## config.mk

```make
export PLATFORM = sky130hd
export DESIGN_NAME = sbox_scheduler_flat
export DESIGN_NICKNAME = d
export VERILOG_FILES = /design/src/rtl/aes_sbox_pkg.sv /design/src/rtl/sbox_scheduler_if.sv /design/src/rtl/sbox.sv /design/src/rtl/sbox_sched_arb.sv /design/src/rtl/sbox_scheduler.sv /design/src/flat_wrapper.sv
export SDC_FILE = /design/constraint.sdc
export NUM_CORES = 1
export LEC_CHECK = 0
export ABC_AREA = 1
export ABC_CLOCK_PERIOD_IN_PS = 7130
export BUFFER_PORTS_ARGS = -buffer_cell sky130_fd_sc_hd__buf_2
export CORE_ASPECT_RATIO = 1.25
export CORE_MARGIN = 3
export CORE_UTILIZATION = 30
export CTS_BUF_LIST = sky130_fd_sc_hd__clkbuf_8
export DETAILED_ROUTE_END_ITERATION = 10
export PLACE_DENSITY = 0.56
export SYNTH_ARGS = -nofsm -noshare
export SYNTH_HDL_FRONTEND = slang
export SYNTH_SLANG_ARGS = --single-unit
export TNS_END_PERCENT = 20
```

## constraint.sdc

```tcl
create_clock -name clk -period 7.13 [get_ports clk]
set_input_delay 0.713 -clock clk [delete_from_list [all_inputs] [get_ports clk]]
set_output_delay 0.713 -clock clk [all_outputs]
set_load 0.02 [all_outputs]
```

## src/rtl/aes_sbox_pkg.sv

```systemverilog
// Shared AES S-box scheduler types: data widths, owner/state enums and request sizes.
package aes_sbox_pkg;

  typedef logic [7:0]   byte_t;
  typedef logic [31:0]  word_t;
  typedef logic [127:0] state_t;

  typedef enum logic { OWNER_KS = 1'b0, OWNER_ST = 1'b1 } sched_owner_e;
  typedef enum logic { S_IDLE   = 1'b0, S_BUSY   = 1'b1 } sched_state_e;

  localparam int KS_BYTES = 4;
  localparam int ST_BYTES = 16;

endpackage

```

## src/rtl/sbox_scheduler_if.sv

```systemverilog
// Request/response bundle between the two AES consumers and the S-box scheduler.
interface sbox_scheduler_if;
  import aes_sbox_pkg::*;

  // Handshake: a request transfers on a clock edge where valid and ready are both high.
  // Ready may depend combinationally on valid; requesters must not wait for ready to raise valid.
  // Responses are a one-cycle rsp_valid pulse with no backpressure; rsp data holds until the next pulse.
  logic   ks_req_valid;
  word_t  ks_req_word;
  logic   ks_req_ready;
  logic   ks_rsp_valid;
  word_t  ks_rsp_word;

  logic   st_req_valid;
  state_t st_req_data;
  logic   st_req_ready;
  logic   st_rsp_valid;
  state_t st_rsp_data;

  logic   busy;

  modport master (
    output ks_req_valid, ks_req_word, st_req_valid, st_req_data,
    input  ks_req_ready, ks_rsp_valid, ks_rsp_word,
    input  st_req_ready, st_rsp_valid, st_rsp_data, busy
  );

  modport slave (
    input  ks_req_valid, ks_req_word, st_req_valid, st_req_data,
    output ks_req_ready, ks_rsp_valid, ks_rsp_word,
    output st_req_ready, st_rsp_valid, st_rsp_data, busy
  );

endinterface

```

## src/rtl/sbox.sv

```systemverilog
// AES forward S-box, purely combinational table lookup.
module sbox (
  input  logic [7:0] in_i,
  output logic [7:0] out_o
);

  // Entry 0x00 sits in the most significant byte so the table reads in FIPS-197 order.
  localparam logic [2047:0] SBOX_TABLE = {
    128'h637c777bf26b6fc53001672bfed7ab76, 128'hca82c97dfa5947f0add4a2af9ca472c0,
    128'hb7fd9326363ff7cc34a5e5f171d83115, 128'h04c723c31896059a071280e2eb27b275,
    128'h09832c1a1b6e5aa0523bd6b329e32f84, 128'h53d100ed20fcb15b6acbbe394a4c58cf,
    128'hd0efaafb434d338545f9027f503c9fa8, 128'h51a3408f929d38f5bcb6da2110fff3d2,
    128'hcd0c13ec5f974417c4a77e3d645d1973, 128'h60814fdc222a908846eeb814de5e0bdb,
    128'he0323a0a4906245cc2d3ac629195e479, 128'he7c8376d8dd54ea96c56f4ea657aae08,
    128'hba78252e1ca6b4c6e8dd741f4bbd8b8a, 128'h703eb5664803f60e613557b986c11d9e,
    128'he1f8981169d98e949b1e87e9ce5528df, 128'h8ca1890dbfe6426841992d0fb054bb16
  };

  logic [7:0] rev_idx;

  assign rev_idx = ~in_i;
  assign out_o   = SBOX_TABLE[{rev_idx, 3'b000} +: 8];

endmodule

```

## src/rtl/sbox_sched_arb.sv

```systemverilog
// Grant logic for the S-box scheduler. Define SBOX_SCHED_RR_EN for round-robin on contention;
// otherwise key schedule has fixed priority.
module sbox_sched_arb
  import aes_sbox_pkg::*;
(
`ifdef SBOX_SCHED_RR_EN
  input  logic clk,
  input  logic rst_n,
`endif
  input  logic idle_i,
  input  logic ks_valid_i,
  input  logic st_valid_i,
  output logic ks_ready_o,
  output logic st_ready_o,
  output logic ks_accept_o,
  output logic st_accept_o
);

  logic ks_wins;

`ifdef SBOX_SCHED_RR_EN
  sched_owner_e last_grant_q;

  // Reset to ST so the very first contention is granted to the key schedule.
  always_ff @(posedge clk or negedge rst_n) begin
    if (!rst_n) begin
      last_grant_q <= OWNER_ST;
    end else if (ks_accept_o) begin
      last_grant_q <= OWNER_KS;
    end else if (st_accept_o) begin
      last_grant_q <= OWNER_ST;
    end
  end

  assign ks_wins = !(st_valid_i && (last_grant_q == OWNER_KS));
`else
  assign ks_wins = 1'b1;
`endif

  assign ks_ready_o  = idle_i && ks_wins;
  assign st_ready_o  = idle_i && !(ks_valid_i && ks_wins);
  assign ks_accept_o = ks_valid_i && ks_ready_o;
  assign st_accept_o = st_valid_i && st_ready_o;

endmodule

```

## src/rtl/sbox_scheduler.sv

```systemverilog
// Shares LANES AES S-boxes between SubWord (32-bit) and SubBytes (128-bit) requests, chunk by chunk.
// Optional round-robin arbitration: define SBOX_SCHED_RR_EN.
module sbox_scheduler
  import aes_sbox_pkg::*;
#(
  parameter int LANES = 4
) (
  input  logic              clk,
  input  logic              rst_n,
  sbox_scheduler_if.slave   bus,
  output sched_state_e      state_o
);

  if (!(LANES == 1 || LANES == 2 || LANES == 4)) begin : g_bad_lanes
    $error("sbox_scheduler: LANES must be 1, 2 or 4");
  end

  localparam int KS_CHUNKS = KS_BYTES / LANES;
  localparam int ST_CHUNKS = ST_BYTES / LANES;

  sched_state_e state_q;
  sched_owner_e owner_q;
  logic [3:0]   cnt_q;
  state_t       buf_q;
  word_t        ks_rsp_q, ks_rsp_d;
  state_t       st_rsp_q, st_rsp_d;
  logic         ks_vld_q, st_vld_q;

  logic         idle, last_chunk;
  logic         ks_accept, st_accept;
  logic [3:0]   byte_idx [LANES];
  byte_t        sbox_in  [LANES];
  byte_t        sbox_out [LANES];

  assign idle = (state_q == S_IDLE);

  sbox_sched_arb u_arb (
`ifdef SBOX_SCHED_RR_EN
    .clk         (clk),
    .rst_n       (rst_n),
`endif
    .idle_i      (idle),
    .ks_valid_i  (bus.ks_req_valid),
    .st_valid_i  (bus.st_req_valid),
    .ks_ready_o  (bus.ks_req_ready),
    .st_ready_o  (bus.st_req_ready),
    .ks_accept_o (ks_accept),
    .st_accept_o (st_accept)
  );

  for (genvar g = 0; g < LANES; g++) begin : g_lane
    assign byte_idx[g] = cnt_q * 4'(LANES) + 4'(g);
    assign sbox_in[g]  = buf_q[{byte_idx[g], 3'b000} +: 8];
    sbox u_sbox (.in_i(sbox_in[g]), .out_o(sbox_out[g]));
  end

  // KS chunks never address past byte 3, so the low two index bits select within the word.
  always_comb begin
    ks_rsp_d = ks_rsp_q;
    st_rsp_d = st_rsp_q;
    for (int l = 0; l < LANES; l++) begin
      ks_rsp_d[{byte_idx[l][1:0], 3'b000} +: 8] = sbox_out[l];
      st_rsp_d[{byte_idx[l], 3'b000} +: 8]      = sbox_out[l];
    end
  end

  assign last_chunk = (owner_q == OWNER_KS) ? (cnt_q == 4'(KS_CHUNKS - 1))
                                            : (cnt_q == 4'(ST_CHUNKS - 1));

  always_ff @(posedge clk or negedge rst_n) begin
    if (!rst_n) begin
      state_q  <= S_IDLE;
      owner_q  <= OWNER_KS;
      cnt_q    <= '0;
      buf_q    <= '0;
      ks_rsp_q <= '0;
      st_rsp_q <= '0;
      ks_vld_q <= 1'b0;
      st_vld_q <= 1'b0;
    end else begin
      ks_vld_q <= 1'b0;
      st_vld_q <= 1'b0;
      case (state_q)
        S_IDLE: begin
          if (ks_accept) begin
            buf_q   <= {96'b0, bus.ks_req_word};
            owner_q <= OWNER_KS;
            cnt_q   <= '0;
            state_q <= S_BUSY;
          end else if (st_accept) begin
            buf_q   <= bus.st_req_data;
            owner_q <= OWNER_ST;
            cnt_q   <= '0;
            state_q <= S_BUSY;
          end
        end
        S_BUSY: begin
          if (owner_q == OWNER_KS) ks_rsp_q <= ks_rsp_d;
          else                     st_rsp_q <= st_rsp_d;
          if (last_chunk) begin
            state_q <= S_IDLE;
            cnt_q   <= '0;
            if (owner_q == OWNER_KS) ks_vld_q <= 1'b1;
            else                     st_vld_q <= 1'b1;
          end else begin
            cnt_q <= cnt_q + 4'd1;
          end
        end
        default: state_q <= S_IDLE;
      endcase
    end
  end

  assign bus.ks_rsp_valid = ks_vld_q;
  assign bus.ks_rsp_word  = ks_rsp_q;
  assign bus.st_rsp_valid = st_vld_q;
  assign bus.st_rsp_data  = st_rsp_q;
  assign bus.busy         = (state_q == S_BUSY);
  assign state_o          = state_q;

endmodule

```

## src/flat_wrapper.sv

```systemverilog
// flat-port wrapper written by rule: the top's interface ports become plain ports
module sbox_scheduler_flat import aes_sbox_pkg::*;
#(
  parameter int LANES = 4
)
  (clk, rst_n, state_o, bus_ks_req_valid, bus_ks_req_word, bus_st_req_valid, bus_st_req_data, bus_ks_req_ready, bus_ks_rsp_valid, bus_ks_rsp_word, bus_st_req_ready, bus_st_rsp_valid, bus_st_rsp_data, bus_busy);
  sbox_scheduler_if bus_i ();
  input  logic clk;
  input  logic rst_n;
  output sched_state_e state_o;
  input wire logic [$bits(bus_i.ks_req_valid)-1:0] bus_ks_req_valid;
  input wire logic [$bits(bus_i.ks_req_word)-1:0] bus_ks_req_word;
  input wire logic [$bits(bus_i.st_req_valid)-1:0] bus_st_req_valid;
  input wire logic [$bits(bus_i.st_req_data)-1:0] bus_st_req_data;
  output wire logic [$bits(bus_i.ks_req_ready)-1:0] bus_ks_req_ready;
  output wire logic [$bits(bus_i.ks_rsp_valid)-1:0] bus_ks_rsp_valid;
  output wire logic [$bits(bus_i.ks_rsp_word)-1:0] bus_ks_rsp_word;
  output wire logic [$bits(bus_i.st_req_ready)-1:0] bus_st_req_ready;
  output wire logic [$bits(bus_i.st_rsp_valid)-1:0] bus_st_rsp_valid;
  output wire logic [$bits(bus_i.st_rsp_data)-1:0] bus_st_rsp_data;
  output wire logic [$bits(bus_i.busy)-1:0] bus_busy;
  assign bus_i.ks_req_valid = bus_ks_req_valid;
  assign bus_i.ks_req_word = bus_ks_req_word;
  assign bus_i.st_req_valid = bus_st_req_valid;
  assign bus_i.st_req_data = bus_st_req_data;
  assign bus_ks_req_ready = bus_i.ks_req_ready;
  assign bus_ks_rsp_valid = bus_i.ks_rsp_valid;
  assign bus_ks_rsp_word = bus_i.ks_rsp_word;
  assign bus_st_req_ready = bus_i.st_req_ready;
  assign bus_st_rsp_valid = bus_i.st_rsp_valid;
  assign bus_st_rsp_data = bus_i.st_rsp_data;
  assign bus_busy = bus_i.busy;
  sbox_scheduler #(.LANES(LANES)) u_core (.clk(clk), .rst_n(rst_n), .bus(bus_i), .state_o(state_o));
endmodule
```

# [Word level (Yosys, flattened, before mapping)]
# Cells that the tools add are included.
[totals] input_bits=164 output_inout_bits=166 elab_cells=84 reg_bits=296
[classes] shifts=22 n_reduce_logical=9 mux=26 bitwise_logic=6 n_addsub=11 eq_ne=2
[op_table] op="$shiftx A2048 B12 Y8 const A" count=4
[op_table] op="$bwmux W128" count=4
[op_table] op="$shift A8 B9 Y128 const A" count=4
[op_table] op="$shiftx A128 B8 Y8" count=4
[op_table] op="$shiftx A8 B9 Y128" count=4
[op_table] op="$mux W128" count=2
[op_table] op="$bwmux W32" count=3
[op_table] op="$shift A8 B7 Y32 const A" count=3
[op_table] op="$shiftx A8 B7 Y32" count=3
[op_table] op="$neg A7 Y9" count=4
[op_table] op="$not A8 Y8" count=4
[op_table] op="$neg A5 Y7" count=3
[op_table] op="$mux W1" count=12
[op_table] op="$mux W4" count=3
[op_table] op="$add A4 B1 Y4 const B" count=2
[op_table] op="$add A4 B2 Y4 const B" count=2
[op_table] op="$pmux W4 S2" count=1
[op_table] op="$reduce_and A2 Y1" count=3
[op_table] op="$eq A4 B2 Y1 const B" count=1
[op_table] op="$logic_not A4 Y1" count=1
[op_table] op="$logic_and A1 B1 Y1" count=3
[op_table] op="$ne A3 B1 Y1 const B" count=1
[op_table] op="$not A1 Y1" count=2
[op_table] op="$pmux W1 S2" count=1
[op_table] op="2 further kinds" count=2

# [Logic depth before layout (Yosys ltp)]
[logic_depth] word_depth=8 ltp_mapped=22 ltp_nobuf=20

# [Cells and area by module]
# A second synthesis with hierarchy kept.
[unflattened] hier_cells=4170 area_unflattened_um2=25418.1
[modules_own_cells] mod="sbox_scheduler" instances=1 seq_area_each_um2=7407.1 cells_per_inst=1632 area_per_inst_um2=13267.7
[modules_own_cells] mod="sbox (u_core.g_lane[2].u_sbox ...)" instances=2 seq_area_each_um2=0.0 cells_per_inst=636 area_per_inst_um2=3071.7
[modules_own_cells] mod="sbox (u_core.g_lane[0].u_sbox ...)" instances=2 seq_area_each_um2=0.0 cells_per_inst=629 area_per_inst_um2=2984.1
[modules_own_cells] mod="sbox_sched_arb" instances=1 seq_area_each_um2=0.0 cells_per_inst=8 area_per_inst_um2=38.8

# [Least setup slack after synthesis]
# OpenSTA, ideal clock, no wires.
[synth_path] path_type="register to register" startpoint="reg u_core.cnt_q[0]" endpoint="reg u_core.st_rsp_q[26], in the netlist u_core.bus.st_rsp_data[26]" n_path_buf=6 path_slack_ps=4297 t_required_ps=7064 setup_ps=66 path_stages_with_launch=15 period_less_slack_ps=2833 arrival_ps=2767 cell_sequence="dfrtp_1 inv_2 buf_6 buf_4 buf_6 buf_2 buf_2 ha_1 clkinv_1 nor2_1 clkinv_1 nor2_1 clkbuf_1 nand4_1 nand2_1"
[synth_via] elab_chain_cells=8 word_cells_on_any_way=31 classes_between="add/sub (7); shift (16); mux (4); bitwise (4)"
[synth_lines] element="start, declared" line="sbox_scheduler.sv:23" source="logic [3:0] cnt_q;"
[synth_lines] element="start signal, assigned" line="sbox_scheduler.sv:106" source="cnt_q <= cnt_q + 4'd1;"
[synth_lines] element="$add A4 B1 Y4 / $shiftx A128 B8 Y8 (equally long branches)" line="sbox_scheduler.sv:52, sbox_scheduler.sv:53"
[synth_lines] element="$shiftx A128 B8 Y8 / $not A8 Y8 (equally long branches)" line="sbox_scheduler.sv:53, sbox.sv:21"
[synth_lines] element="$not A8 Y8 / $shiftx A2048 B12 Y8 (equally long branches)" line="sbox.sv:21, sbox.sv:22"
[synth_lines] element="$shiftx A2048 B12 Y8 / $shiftx A8 B9 Y128 (equally long branches)" line="sbox.sv:22, sbox_scheduler.sv:63"
[synth_lines] element="$shiftx A8 B9 Y128 / $bwmux W128 (equally long branches)" line="sbox_scheduler.sv:63" source="st_rsp_d[{byte_idx[l], 3'b000} +: 8] = sbox_out[l];"
[synth_lines] element="$bwmux W128 (2 in a row)" line="sbox_scheduler.sv:63"
[synth_lines] element="$bwmux W128 *" line="sbox_scheduler.sv:63"
[synth_lines] element="end signal, assigned" line="sbox_scheduler.sv:99" source="else st_rsp_q <= st_rsp_d;"
[synth_lines] element="end, declared" line="sbox_scheduler.sv:26" source="state_t st_rsp_q, st_rsp_d;"
# Mark *: on every way between the ends. The rest lies on a longest branch, timed or not.
# A chain may end at the register's enable or synchronous reset.

# [Worst setup path in the final report]
[layout_path] startpoint="reg u_core.cnt_q[1]" endpoint="reg u_core.st_rsp_q[96], in the netlist u_core.bus.st_rsp_data[96]"
# Same word-level chain as after synthesis.

==> run_results.csv <==
group,metric,value,unit
detailed_routing,vias,30400,
timing,worst-slew-pin-transition,1.30,ns
global_route,first_global_vias,28700,
die,floorplan.initialDensity,0.303,
die,chipHeight,327,um
detailed_routing,detail_route.drc_violations,0,
detailed_routing,pre_antenna_drt_iters,11,
global_route,globalRouteOverflowTotal,0,
cts,ctsHtreeMaxLevel,2,
detailed_routing,antenna_left,0,
cts,tritoncts,"built",
worst_setup_path,timing.reg2reg.setup_slack,2.33,ns
cts,clkTransAtPathRegs,0.07,ns
timing,timing.final.setup_violations,0,
worst_setup_path,crit_path_start_kind,"flip-flop",
timing,post-route-min-period,4.80,ns
synthesis,synth_flop_cell,"sky130_fd_sc_hd__dfrtp_1",
synthesis,synth_edf_count,0,
die,core,0.0817,mm^2
die,rows,117,
global_route,antenna_found_initial,7,
detailed_routing,drt_iter0_drc,4471,
worst_setup_path,crit_fanout,54,
global_route,grt_max_degree,153,
synthesis,synth_area_leaders,"sky130_fd_sc_hd__dfrtp_1, sky130_fd_sc_hd__nand2_1, sky130_fd_sc_hd__nand3_1, sky130_fd_sc_hd__o21ai_0, sky130_fd_sc_hd__ha_1",
timing,fin_crit_sh,0.673,
synthesis,synthDominantCellAreaShare,0.299,
flow_run,cap_viol_max_count,0,
cts,cts-root-buf,"sky130_fd_sc_hd__clkbuf_8",
die,die_area,0.0860,mm^2
timing,grt_setup_unrepaired,"no",
cts,cts_buffers,56,
placement,gp_routability_congestion,1.05,
cells_and_area,post_route_cells_drive_above_1_share,0.146,
detailed_routing,totalWireLength,129,mm
timing,relSlewSlack,0.134,
synthesis,cells_after_synth,3923,
timing,finalMaxSlewViolations,0,
synthesis,yosys_warnings,0,
cts,clock_path_buffers,3,
global_route,grt_use_total,0.285,
synthesis,synthesis.area_per_instance,6.31,um^2
die,die_w,263,um
timing,highest_achievable_clock_rate,208,MHz
global_route,global_route_wire_length_before_repair,189,mm
detailed_routing,routed_wire_length_per_instance,24.7,um
cts,clock_latency,0.67,ns
detailed_routing,via_per_instance_ratio,5.85,
synthesis,synth.cells.most_frequent,"sky130_fd_sc_hd__nand2_1, sky130_fd_sc_hd__nand3_1, sky130_fd_sc_hd__dfrtp_1",
timing,finalClockSkew,0.0296,ns
synthesis,synth_largest_area_cell,"sky130_fd_sc_hd__dfrtp_1",
hold_path,hold_path_class,"input pin to flip-flop",
cells_and_area,area_overhead_vs_synth,13.2,%
cts,clock-sinks,296,
synthesis,yosysMostFrequentCell,"sky130_fd_sc_hd__nand2_1",
cells_and_area,final_net_count,4306,
die,design.portCount,330,
synthesis,synth_async_sr_flop_share,1.00,
worst_setup_path,endpoint_kind,"flip-flop",
placement,portBuffers,329,
cts,postCtsResizedCells,0,
synthesis,ys_types,40,
worst_setup_path,cp.arrival,5.40,ns
worst_setup_path,crit_required,7.73,ns
synthesis,synth_seq_area_share,0.299,
worst_setup_path,timing_worst_setup_path_type,"flip-flop to flip-flop",
synthesis,synthesis.nets,4146,
timing,hold_violations,0,
synthesis,synth.cell_area,0.0248,mm^2
synthesis,seq_cells_post_synth,296,
timing,finalSetupTns,0,ns
status,run_status,"finished, final reports clean",
placement,hpwl,91.9,mm
final timing paths:
kind,start,to,cells after the start
setup / recovery,u_core.cnt_q[1],u_core.bus.st_rsp_data[96],13
max in group asynchronous,rst_n,u_core.bus.ks_rsp_word[30],3
hold reg to reg,u_core.bus.st_rsp_data[59],u_core.bus.st_rsp_data[59],2
setup reg to reg,u_core.cnt_q[1],u_core.bus.st_rsp_data[96],13
min in group asynchronous,rst_n,u_core.buf_q[89],2
hold / removal,bus_st_req_data[65],u_core.buf_q[65],3
cells in the final DEF, fill, tap and decap left out, types with 6 or more instances in the layout:
| cell | Yosys | layout |
|---|---|---|
| sky130_fd_sc_hd__o21ai_0 | 158 | 158 |
| sky130_fd_sc_hd__nor2_4 | 6 | 9 |
| sky130_fd_sc_hd__o22ai_1 | 7 | 7 |
| sky130_fd_sc_hd__nand3_1 | 963 | 963 |
| sky130_fd_sc_hd__nand4_1 | 82 | 82 |
| sky130_fd_sc_hd__diode_2 | 0 | 6 |
| sky130_fd_sc_hd__clkbuf_8 | 0 | 67 |
| sky130_fd_sc_hd__nor3_1 | 7 | 7 |
| sky130_fd_sc_hd__inv_1 | 177 | 189 |
| sky130_fd_sc_hd__inv_2 | 50 | 49 |
| sky130_fd_sc_hd__nand3b_1 | 7 | 7 |
| sky130_fd_sc_hd__buf_2 | 93 | 327 |
| sky130_fd_sc_hd__a21oi_1 | 120 | 120 |
| sky130_fd_sc_hd__bufinv_16 | 0 | 7 |
| sky130_fd_sc_hd__nand2_2 | 37 | 46 |
| sky130_fd_sc_hd__ha_1 | 59 | 59 |
| sky130_fd_sc_hd__nor2_1 | 141 | 135 |
| sky130_fd_sc_hd__nand2_1 | 1305 | 1296 |
| sky130_fd_sc_hd__dfrtp_1 | 296 | 294 |
| sky130_fd_sc_hd__buf_4 | 49 | 46 |
| sky130_fd_sc_hd__o21ai_1 | 59 | 59 |
| sky130_fd_sc_hd__nor2_2 | 15 | 18 |
| sky130_fd_sc_hd__o211ai_1 | 52 | 52 |
| sky130_fd_sc_hd__a22oi_1 | 13 | 13 |
| sky130_fd_sc_hd__a32o_1 | 55 | 55 |
| sky130_fd_sc_hd__clkinv_2 | 0 | 6 |
| sky130_fd_sc_hd__a31oi_1 | 12 | 12 |
layer usage:
layer	track usage	routed length, um	part of all wire
met5	0	38	0.00030
met4	0.158	8850	0.069
met3	0.0587	12800	0.10
met2	0.446	56500	0.44
met1	0.366	50300	0.39
logic make-up (layout without fill, tap and decap cells):
group | Yosys count | count (layout) | synth area share
buffers and inverters | 506 | 705 | 0.0929
DFF | 296 | 296 | 0.299
adders and majority gates | 59 | 59 | 0.0298
other | 0 | 6 | 0
and+or+nand+nor | 2572 | 2572 | 0.457
xor gates and xnor gates | 2 | 2 | 0.000708
AOI/OAI and AO/OA | 488 | 488 | 0.121
through the flow:
step                      utilization  worst slack (ns)  cell area (um^2)  std cells  hold WS (ns)
after floorplan                     -              4.30             24800       3923         0.417
after global placement          0.327              2.65             26800       5095         0.458
after detailed placement        0.327              2.60             26800       5095         0.461
after CTS                       0.343              2.62             28000       5193         0.231
after global routing            0.343              2.29             28000       5195         0.259
final                           0.343              2.33             28000       5199         0.277
what timing repair did:
item	in CTS	in global routing
hold buffers	1	0
endpoints found under the setup margin	0	0
endpoints found under the hold margin	1	0
buffers inserted	0	0
state kept, by name (all words and copies together), names as in the netlist:
| name | cells |
|---|---|
| u_core.bus.busy | 1 |
| u_core.bus.st_rsp_data | 128 |
| u_core.buf_q | 128 |
| u_core.owner_q | 1 |
| u_core.cnt_q | 4 |
| u_core.bus.ks_rsp_word | 32 |
| u_core.bus.ks_rsp_valid | 1 |
| u_core.bus.st_rsp_valid | 1 |
final cells by class:
type | instances | area (um^2)
fillers | 9273 | 53600
multi-input cells | 3121 | 15100
flip-flops and latches | 296 | 7410
repair buffers | 376 | 2030
well taps | 1071 | 1340
clock buffers | 67 | 922
inverters | 232 | 876
clock inverters | 30 | 338
diodes | 6 | 15.0
worst max-delay path, cell delays in order, from the launching register on:
cell and delay [ns]:
sky130_fd_sc_hd__dfrtp_2 0.42, sky130_fd_sc_hd__inv_4 0.47, sky130_fd_sc_hd__nand3_1 0.51, sky130_fd_sc_hd__nand2_1 1.10, sky130_fd_sc_hd__nand2_1 0.77, sky130_fd_sc_hd__nand3_1 0.38
sky130_fd_sc_hd__nand3_1 0.10, sky130_fd_sc_hd__nand3_1 0.13, sky130_fd_sc_hd__nand3_1 0.22, sky130_fd_sc_hd__nand2_1 0.14, sky130_fd_sc_hd__nand2_1 0.05, sky130_fd_sc_hd__nand2_1 0.21
sky130_fd_sc_hd__nand4_1 0.11, sky130_fd_sc_hd__nand2_1 0.09
Power is not shown: default switching activity piles up to over one toggle a cycle in this logic, so the estimate is an artifact.
